### src/rtl/shared_adder_scheduler.sv
// Two-requester scheduler around one shared nibble adder.
// Operands are summed LS nibble first, carry chained between passes.
module four_bit_adder (
  input  logic [3:0] a,
  input  logic [3:0] b,
  input  logic       cin,
  output logic [3:0] sum,
  output logic       cout
);
  assign {cout, sum} = {1'b0, a} + {1'b0, b} + {4'd0, cin};
endmodule

module shared_adder_scheduler #(
  parameter int WIDTH = 16
) (
  input  logic             clk,
  input  logic             rst_n,
  input  logic             req0_valid,
  output logic             req0_ready,
  input  logic [WIDTH-1:0] req0_a,
  input  logic [WIDTH-1:0] req0_b,
  input  logic             req0_cin,
  input  logic             req1_valid,
  output logic             req1_ready,
  input  logic [WIDTH-1:0] req1_a,
  input  logic [WIDTH-1:0] req1_b,
  input  logic             req1_cin,
  output logic             rsp_valid,
  input  logic             rsp_ready,
  output logic [WIDTH-1:0] rsp_sum,
  output logic             rsp_cout,
  output logic             rsp_id
);
  localparam int NIB = WIDTH / 4;
  localparam int IW  = (NIB > 1) ? $clog2(NIB) : 1;

  typedef enum logic [1:0] {
    IDLE,
    RUN,
    DONE
  } state_e;

  state_e           state_q, state_d;
  logic             last_q, last_d;
  logic [WIDTH-1:0] a_q, a_d;
  logic [WIDTH-1:0] b_q, b_d;
  logic [WIDTH-1:0] sum_q, sum_d;
  logic             carry_q, carry_d;
  logic             cout_q, cout_d;
  logic             id_q, id_d;
  logic [IW-1:0]    idx_q, idx_d;

  logic             gnt0, gnt1;
  logic [IW+1:0]    sh;
  logic [3:0]       nib_a, nib_b, nib_s;
  logic             nib_c;
  logic             last_nib;

  // Readies are gated by rst_n so nothing is accepted while reset is held.
  always_comb begin
    gnt0 = 1'b0;
    gnt1 = 1'b0;
    if (state_q == IDLE && rst_n) begin
      if (req0_valid && req1_valid) begin
        gnt0 = last_q;
        gnt1 = !last_q;
      end else begin
        gnt0 = req0_valid;
        gnt1 = req1_valid;
      end
    end
  end

  assign req0_ready = gnt0;
  assign req1_ready = gnt1;

  assign sh       = {idx_q, 2'b00};
  assign nib_a    = 4'(a_q >> sh);
  assign nib_b    = 4'(b_q >> sh);
  assign last_nib = (idx_q == IW'(NIB - 1));

  four_bit_adder u_add (
    .a    (nib_a),
    .b    (nib_b),
    .cin  (carry_q),
    .sum  (nib_s),
    .cout (nib_c)
  );

  always_comb begin
    state_d = state_q;
    last_d  = last_q;
    a_d     = a_q;
    b_d     = b_q;
    sum_d   = sum_q;
    carry_d = carry_q;
    cout_d  = cout_q;
    id_d    = id_q;
    idx_d   = idx_q;
    unique case (state_q)
      IDLE: begin
        if (gnt0 || gnt1) begin
          a_d     = gnt1 ? req1_a : req0_a;
          b_d     = gnt1 ? req1_b : req0_b;
          carry_d = gnt1 ? req1_cin : req0_cin;
          id_d    = gnt1;
          idx_d   = '0;
          state_d = RUN;
        end
      end
      RUN: begin
        sum_d   = (sum_q & ~(WIDTH'(4'hF) << sh))
                | (WIDTH'(nib_s) << sh);
        carry_d = nib_c;
        idx_d   = idx_q + 1'b1;
        if (last_nib) begin
          cout_d  = nib_c;
          last_d  = id_q;
          idx_d   = '0;
          state_d = DONE;
        end
      end
      DONE: begin
        if (rsp_ready) state_d = IDLE;
      end
      default: state_d = IDLE;
    endcase
  end

  always_ff @(posedge clk or negedge rst_n) begin
    if (!rst_n) begin
      state_q <= IDLE;
      last_q  <= 1'b1;
      a_q     <= '0;
      b_q     <= '0;
      sum_q   <= '0;
      carry_q <= 1'b0;
      cout_q  <= 1'b0;
      id_q    <= 1'b0;
      idx_q   <= '0;
    end else begin
      state_q <= state_d;
      last_q  <= last_d;
      a_q     <= a_d;
      b_q     <= b_d;
      sum_q   <= sum_d;
      carry_q <= carry_d;
      cout_q  <= cout_d;
      id_q    <= id_d;
      idx_q   <= idx_d;
    end
  end

  assign rsp_valid = (state_q == DONE);
  assign rsp_sum   = sum_q;
  assign rsp_cout  = cout_q;
  assign rsp_id    = id_q;
endmodule
### config.mk
export PLATFORM = sky130hd
export DESIGN_NAME = shared_adder_scheduler
export DESIGN_NICKNAME = d
export VERILOG_FILES = /design/src/rtl/shared_adder_scheduler.sv
export SDC_FILE = /design/constraint.sdc
export NUM_CORES = 1
export LEC_CHECK = 0
export ABC_AREA = 1
export CORE_ASPECT_RATIO = 0.9
export CORE_MARGIN = 5
export CORE_UTILIZATION = 47
export DETAILED_ROUTE_END_ITERATION = 10
export PLACE_DENSITY_LB_ADDON = 0.05
export SLEW_MARGIN = 30
export SYNTH_ARGS = -nofsm -noshare
export SYNTH_HDL_FRONTEND = slang
export SYNTH_SLANG_ARGS = --single-unit
### constraint.sdc
create_clock -name clk -period 2.6 [get_ports clk]
set_input_delay 0.26 -clock clk [delete_from_list [all_inputs] [get_ports clk]]
set_output_delay 0.26 -clock clk [all_outputs]
set_load 0.1 [all_outputs]
## Word-level counts from Yosys, hierarchy flattened

Cells that the tools add are included.

| storage, ports and cells | value |
|---|---|
| output and inout bits | 21 |
| input port bits | 71 |
| register bits | 56 |
| logic and storage cells | 51 |

| operators by class | value |
|---|---|
| add/sub/neg operators | 3 |
| shifts and indexed selects | 4 |
| muxes and demuxes | 16 |
| equal/unequal tests | 6 |
| bitwise gates (word level) | 3 |
| reduce and logical (&&, ||, !) cells | 10 |

Operators by type and width:

| operator | count |
|---|---|
| 2-to-1 mux 16 bit | 2 |
| right shift 16 x 4 -> 4 bit | 2 |
| AND 16 bit | 1 |
| inverter 16 bit | 1 |
| bitwise OR 16 bit | 1 |
| << shifter 4 x 4 -> 16 bit | 1 |
| << shifter 4 x 4 -> 16 bit (first input constant) | 1 |
| 2-to-1 mux 2 bit | 5 |
| 2-to-1 mux 1 bit | 6 |
| one-hot mux 2 bit (3 select lines) | 1 |
| AND reduction 2 bit | 3 |
| adder 4 x 4 -> 5 bit | 1 |
| adder 5 x 1 -> 5 bit | 1 |
| == test 2 bit (second input constant) | 2 |
| inequality test 2 x 1 -> 1 bit (second input constant) | 2 |
| one-hot mux 2 bit (2 select lines) | 1 |
| AND reduction 3 bit | 1 |
| adder 2 x 1 -> 2 bit (second input constant) | 1 |
| == test 2 x 1 -> 1 bit (second input constant) | 1 |
| logical AND 1 bit | 2 |
| logical NOT 2 bit | 1 |
| inequality test 2 bit (second input constant) | 1 |
| one-hot mux 1 bit (2 select lines) | 1 |
| nonzero test 2 bit | 1 |
| other kinds (2) | 2 |

## Longest topological paths before layout

Gate-level depths: netlist of run 1.

| depth | value |
|---|---|
| depth in word-level cells | 6 |
| depth in mapped cells | 13 |
| gate-level depth less buffers | 11 |

## By module

From an unflattened synthesis of run 1, not the netlist that was laid out.

| second synthesis, totals | value |
|---|---|
| cell total of the unflattened synthesis | 429 |
| area, all modules | 3280.6 sq um |

Modules (own cells, without submodules):

| module | cells each | seq. area each (sq um) | times used | area each (sq um) |
|---|---|---|---|---|
| shared_adder_scheduler | 404 | 1402.6 | 1 | 3115.5 |
| four_bit_adder | 25 | 0.0 | 1 | 165.2 |

## Worst setup path after synthesis of run 1

OpenSTA, ideal clock, no wires.

| timing | value |
|---|---|
| path kind | reg-to-reg |
| start | reg idx_q[1] |
| end | reg carry_q |
| path buffers | 2 |
| path slack | 0.343 ns |
| library setup time | 0.116 ns |
| arrival | 2.140 ns |
| clock period less this slack | 2.257 ns |
| required time | 2.484 ns |
| stages on the path, launching flop included | 14 |
| cell sequence | dfrtp_1 -> clkbuf_1 -> inv_1 -> buf_2 -> o21ai_0 -> o22ai_1 -> fa_1 -> fa_1 -> nand3_1 -> nand3_1 -> nand2_1 -> inv_1 -> nand2_1 -> nand2_1 |

| on the way | value |
|---|---|
| longest elaborated chain between the ends | 4 |
| elaborated cells between the ends (all ways) | 5 |
| those cells by class | add/sub: 2; shift: 2; mux: 1 |

RTL lines:

| item | RTL line | source |
|---|---|---|
| from (decl) | 51 | `logic [IW-1:0] idx_q, idx_d;` |
| from (signal assigned) | 150 | `idx_q <= idx_d;` |
| right shift 16 x 4 -> 4 bit, on equally long branches | 78, 79 |  |
| adder 4 x 4 -> 5 bit (*) | 10 | `assign {cout, sum} = {1'b0, a} + {1'b0, b} + {4'd0, cin};` |
| adder 5 x 1 -> 5 bit (*) | 10 |  |
| one-hot mux 1 bit (2 select lines) (*) | 100 | `unique case (state_q)` |
| to (signal assigned) | 147 | `carry_q <= carry_d;` |
| to (decl) | 48 | `logic carry_q, carry_d;` |

Every way passes the cells marked *; elsewhere a longest branch is shown, timed or not.
A chain may end at the register's enable or synchronous reset.

## Worst setup path in the final report of run 1

| timing | value |
|---|---|
| start | in rst_n |
| end | out req1_ready |

| on the way | value |
|---|---|
| longest elaborated chain between the ends | 2 |

RTL lines:

| item | RTL line | source |
|---|---|---|
| from (decl) | 17 | `input logic rst_n,` |
| logical AND 1 bit | 63 | `if (state_q == IDLE && rst_n) begin` |
| 2-to-1 mux 1 bit | 63 |  |
| to (decl) | 24 | `output logic req1_ready,` |

No other way between the ends.

==> results of run 1 <==
[layer usage]
layer | routed length (um) | global-route usage
met5 | 0 | 0
met4 | 86 | 0.0433
met3 | 595 | 0.0391
met2 | 3470 | 0.305
met1 | 3730 | 0.300
[worst max-delay path, cell delays in order]
cell           delay (ns)
dlygate4sd3_1        0.52
buf_2                0.23
inv_2                0.05
nor2_2               0.18
nand2_4              0.24
inv_4                0.34
buf_12               0.22
[cell families (layout without fill, tap and decap cells)]
kind of cell	Yosys count	in the layout	synth area share
flip-flops	56	56	0.462
AO/OA/AOI/OAI	61	61	0.107
AND/OR/NAND/NOR	254	254	0.325
XOR/XNOR	1	1	0.00289
buffers and inverters	39	126	0.0606
adder cells (fa/ha/maj)	9	9	0.0421
[cell usage after synthesis]
master / number / area share
nor2_1: 22 / 0.027
ha_1: 7 / 0.029
nand2_1: 215 / 0.27
nand2_4: 1 / 0.0037
nand2_2: 1 / 0.0021
o21ai_0: 31 / 0.051
inv_4: 1 / 0.0021
fa_1: 2 / 0.013
inv_2: 5 / 0.0062
o21ai_1: 17 / 0.028
clkbuf_1: 6 / 0.0074
dfrtp_1: 55 / 0.45
o22ai_1: 8 / 0.017
buf_6: 3 / 0.011
a21oi_1: 2 / 0.0033
dfstp_2: 1 / 0.0087
buf_2: 10 / 0.017
xor2_1: 1 / 0.0029
nor2_2: 3 / 0.0062
a21oi_2: 1 / 0.0029
nand3_1: 12 / 0.020
o31ai_1: 1 / 0.0025
inv_1: 14 / 0.017
o21a_1: 1 / 0.0025
[cell type report]
cell class	count	area share
multi-input cells	325	0.354
well taps	87	0.0266
clock buffers	5	0.0168
repair buffers	98	0.228
flip-flops and latches	56	0.344
inverters	20	0.0190
clock inverters	3	0.0113
[path summary, 6_finish.rpt]
kind / startpoint / end / slack, ns / cells after the start
max in group asynchronous: rst_n / idx_q[0] / 1.37 / 3
setup / recovery: rst_n / req1_ready / 0.27 / 7
hold / removal: rst_n / state_q[1] / 0.32 / 2
hold reg to reg: b_q[7] / b_q[7] / 0.48 / 2
min in group clk: b_q[7] / b_q[7] / 0.48 / 2
setup reg to reg: idx_q[0] / rsp_sum[2] / 0.29 / 8
[flip-flops by register name, summed over array words and instances, names as in the netlist]
signal    cells
last_q        1
a_q          16
idx_q         2
carry_q       1
rsp_cout      1
rsp_id        1
state_q       2
rsp_sum      16
b_q          16
[what timing repair did]
action / in CTS / in global routing
endpoints found under the setup margin: 0 / 2
hold buffers: 1 / 0
hold endpoints to repair: 4 / 0
resized for setup: 0 / 1
[power by group]
part / internal (uW) / total, uW / switching (uW)
Clock: 290 / 581 / 291
Combinational: 1020 / 3520 / 2500
Sequential: 1290 / 1570 / 273
[through the flow]
step / setup WS (ns) / cells
final: 0.273 / 594
after global routing: 0.0923 / 594
after CTS: 0.172 / 594
after detailed placement: 0.213 / 585
after global placement: 0.371 / 585
after floorplan: 0.343 / 420
==> impl_metrics.csv, run 1 <==
group,metric,value,unit
status,status,"completed",
power_and_ir_drop,p_per_area,1390,nW/um^2
global_routing,antenna_found_initial,0,
route,drt-initial-drc-count,199,
power_and_ir_drop,p_total,5660,uW
cts,numCtsBuffers,5,
cts,htree_levels,2,
layout,multi_input_area,1450,sq um
global_routing,grt-ovfl-total,0,
logic_synthesis,syn_area_per_cell,7.22,sq um
placement,postPlaceCellArea,3960,sq um
route,wl_per_cell,13.3,um
timing,holdWs,0.318,ns
placement,gp_congestion,0.878,
setup_path,path_max_fanout,35,
floorplanning,io_pins,92,
min_path,hp-class,"in -> async",
setup_path,critPathRequiredTime,2.34,ns
route,wl,7.88,mm
layout,drive_gt1_frac,0.0986,
timing,slew-limit-headroom,0.573,
cts,cts-root-buf,"clkbuf_8",
cts,clk_pin_slew,0.10,ns
floorplanning,die_h,86.2,um
global_routing,grt_pass1_vias,2758,
job,maxCapViolations,0,
setup_path,crit_type,"in -> out",
layout,final_util,0.661,
power_and_ir_drop,leakage,0.00209,uW
placement,io_buffers,91,
timing,min_period,2.33,ns
cts,clkLatencyLatePin,0.32,ns
timing,period_share,0.895,
timing,setup_violations,0,
timing,finalMaxSlewViolations,0,
cts,cts_buffer_depth,2,
logic_synthesis,netlist_area,3030,sq um
route,vias,2916,
layout,fin_nets,586,
placement,dpl.hpwl,5.91,mm
route,route.detailed.drc,0,
route,dr.pass1.iters,4,
floorplanning,fp.coreArea,6180,sq um
power_and_ir_drop,ir_drop,0.973,mV
logic_synthesis,netlist_instances,420,
global_routing,grt_start_max_net_pins,52,
cts,post_cts_buffers,0,
setup_path,end_kind,"output pin",
layout,final_common_cell,"nand2_1",
timing,worst_pin_slew,0.641,ns
layout,diodes,0,
setup_path,critPathLaunchType,"primary input",
logic_synthesis,synth-warning-count,0,
layout,finalInstanceArea,4090,sq um
timing,hold_violations,0,
global_routing,grt.total_usage,0.201,
timing,grt_setup_unrepaired,"no",
setup_path,critPathArrivalTime,2.07,ns
cts,cts_sinks,56,
cts,cts_tree,"built",
logic_synthesis,ys_ff_latch,56,
timing,fmax,0.430,GHz
layout,final_cell_mix,"nand2_1, clkdlybuf4s50_1, dfrtp_1",
floorplanning,num_rows,27,
layout,fillers,567,
logic_synthesis,syn_nets,500,
timing,fin_worst_skew,0.0143,ns
route,vias_per_cell,4.91,
timing,setup-tns-final,0,ns
layout,area_delta_synth_final,34.7,%
global_routing,grt_first_pass_wirelength,13.3,mm
logic_synthesis,ys_seq_area_frac,0.462,
route,drtAntennaViolNets,0,
floorplanning,die_w,94.7,um
floorplanning,initial_core_util,0.491,
logic_synthesis,yosysUniqueCellTypes,24,
layout,regArea,1400,sq um
floorplanning,fp.dieArea,8160,sq um
No activity file was read; power rests on OpenSTA's default activity.
==> run 2, diff against run 1 <==
Settings changed: CTS_CLUSTER_SIZE set to 24.
==> results of run 2 <==
Final layout, timing and power as in run 1 (identical DEF).
==> edit: new RTL, settings of run 1 <==
Re-encode `state_e` (3 states) as one-hot, 3 bits wide.
--- a/src/rtl/shared_adder_scheduler.sv
+++ b/src/rtl/shared_adder_scheduler.sv
@@ -34,10 +34,10 @@
   localparam int NIB = WIDTH / 4;
   localparam int IW  = (NIB > 1) ? $clog2(NIB) : 1;
 
-  typedef enum logic [1:0] {
-    IDLE,
-    RUN,
-    DONE
+  typedef enum logic [2:0] {
+    IDLE = 3'b001,
+    RUN  = 3'b010,
+    DONE = 3'b100
   } state_e;
 
   state_e           state_q, state_d;
Check against the original RTL: same outputs for any inputs over 10 cycles, from zero or initial values and one cycle with rst_n low; not proved beyond that.
==> edit against run 1 <==
Synthesized area increased by 0.25%; synthesized cell count fell by 6.7%; wire length down 4.5%; final area rose by 2.3%; clock power rose by 37%; via count decreased by 5.0%; final cell count decreased by 4.0%; sequential cell count rose by 1; hold slack got worse by 0.18 ns; total power decreased by 3.5%; first-iteration DRC count down 18%; setup slack worse by 0.024 ns; critical path type is now register to register; largest cell class is now flip-flops and latches; largest power group unchanged.
==> edit: results (changes against run 1) <==
| Metric | Value |
|---|---|
| Final period utilization | 90.45% (was 89.51%) |
| GRT Overall Usage | 19.57% (was 20.13%) |
| Drt pass-1 iters | 5 (was 4) |
| Share of post-route cells with drive strength above 1 | 10.97% (was 9.862%) |
| CP max FO | 12 (was 35) |
| Leakage power | 2.062 nW (was 2.087 nW) |
| Worst path slowest cell | dfrtp_2 (was dlygate4sd3_1) |
| Num CTS Buffers | 9 (was 5) |
| Synth Area per Inst | 7.756 um^2 (was 7.221 um^2) |
| Fill cells | 557 (was 567) |
| Placed Instance Area | 3989 um^2 (was 3959 um^2) |
| Number of DRC markers in iteration 0 | 164 (was 199) |
| Largest net degree at the start of global routing | 66 (was 52) |
| CP top delay family | adder cells (was buffers and inverters) |
| Max-Slew Margin vs Limit | 53.05% (was 57.28%) |
| Most instantiated cells after synthesis | 90 x nand2_1, 61 x o21ai_0, 55 x dfrtp_1 (was 215 x nand2_1, 55 x dfrtp_1, 31 x o21ai_0) |
| Routed vias/inst | 4.860 (was 4.909) |
| Switch Pwr | 2.735 mW (was 3.060 mW) |
| Pre-CTS WS | 0.1741 ns (was 0.2132 ns) |
| Final hold slack | 0.1419 ns (was 0.3183 ns) |
| CP max stage delay | 0.47 ns (was 0.52 ns) |
| Non-filler cells, final | 570 (was 594) |
| Drt wl/cell | 13.20 um (was 13.27 um) |
| R2R Setup Slk | 0.25 ns (was 0.29 ns) |
| Status | finished, final reports clean (unchanged) |
| Syn nets | 472 (was 500) |
| Peak VDD IR | 0.6728 mV (was 0.9735 mV) |
| Detail Route met2 WL | 3367 um (was 3466 um) |
| RePlAce Congestion | 0.8460 (was 0.8780) |
| Clock-pin transition on the worst setup and hold timing paths | 0.06 ns (was 0.10 ns) |
| Synthesized-area fraction occupied by adder cells | 4.198% (was 4.208%) |
| Compound-cell area share of the yosys netlist | 21.40% (was 10.68%) |
| Fraction of the yosys area taken by sequential cells | 47.00% (was 46.25%) |
| # nets final | 558 (was 586) |
| Met3 WL | 459 um (was 595 um) |
| Synth cell types | 28 (was 24) |
| Vias in the first global route | 2819 (was 2758) |
| Area share of xor/xnor cells in the synthesized design | 0.2881% (was 0.2888%) |
| Clock skew | 0.006895 ns (was 0.01431 ns) |
| Met1 WL | 3627 um (was 3732 um) |
| Top post-synthesis cells by area | dfrtp_1 45%, nand2_1 11%, o21ai_0 10%, o21ai_1 8.6%, inv_1 5.7% (was dfrtp_1 45%, nand2_1 27%, o21ai_0 5.1%, ha_1 2.9%, o21ai_1 2.8%) |
| Placed insts | 554 (was 585) |
| DPL Wire Length | 5663 um (was 5912 um) |
| H-tree levels | 3 (was 2) |
| Global-route wire length before repair | 12740 um (was 13280 um) |
-- edit: cell count changes in the layout (fill, tap and decap cells not counted), sizes merged, moves of 2 or more --
cell | run 1 | this run
inv | 21 | 47
clkinv | 0 | 2
nand2 | 217 | 91
clkbuf | 5 | 13
o21ai | 48 | 114
nor2 | 25 | 22
nand3 | 12 | 10
-- edit: cell type report --
cell class	count	area, um^2	share of cell area (%)
clock buffer	13	148.9	3.562
clock inverter	3	40.04	0.9578
inverter	47	176.4	4.220
multi-input combinational	266	1326	31.73
sequential	57	1431	34.24
tap	87	108.9	2.604
timing repair buffer	97	948.4	22.69
-- edit: per-layer routing --
metal	track usage [%]	up-vias
met5	0	-
met4	5.898	0
li1	-	1446
met2	30.86	75
met3	3.993	7
met1	27.27	1242
-- edit: final timing paths --
check	start	end	cells past startpoint
min reg2reg	rsp_cout	rsp_cout	2
max	idx_q[1]	rsp_sum[14]	8
min	rst_n	a_q[9]	2
min in group clk	rst_n	rsp_id	5
max in group asynchronous	rst_n	idx_q[0]	2
max reg2reg	idx_q[1]	rsp_sum[14]	8
-- edit: kinds of logic (layout without fill, tap and decap cells) --
group | Yosys count | after routing
AOI/OAI and AO/OA | 127 | 127
xor gates and xnor gates | 1 | 1
adders and majority gates | 9 | 9
buffers and inverters | 69 | 160
DFF | 57 | 57
and+or+nand+nor | 129 | 129
-- edit: power by group through the flow --
| stage | clock network [mW] | logic (mW) | registers (mW) |
|---|---|---|---|
| after floorplan | 0 | 1.56 | 2.28 |
| after global placement | 0 | 3.01 | 1.58 |
| after detailed placement | 0 | 3.07 | 1.59 |
| after CTS | 0.811 | 3.08 | 1.58 |
| after global routing | 0.844 | 3.42 | 1.65 |
| final | 0.797 | 3.07 | 1.60 |
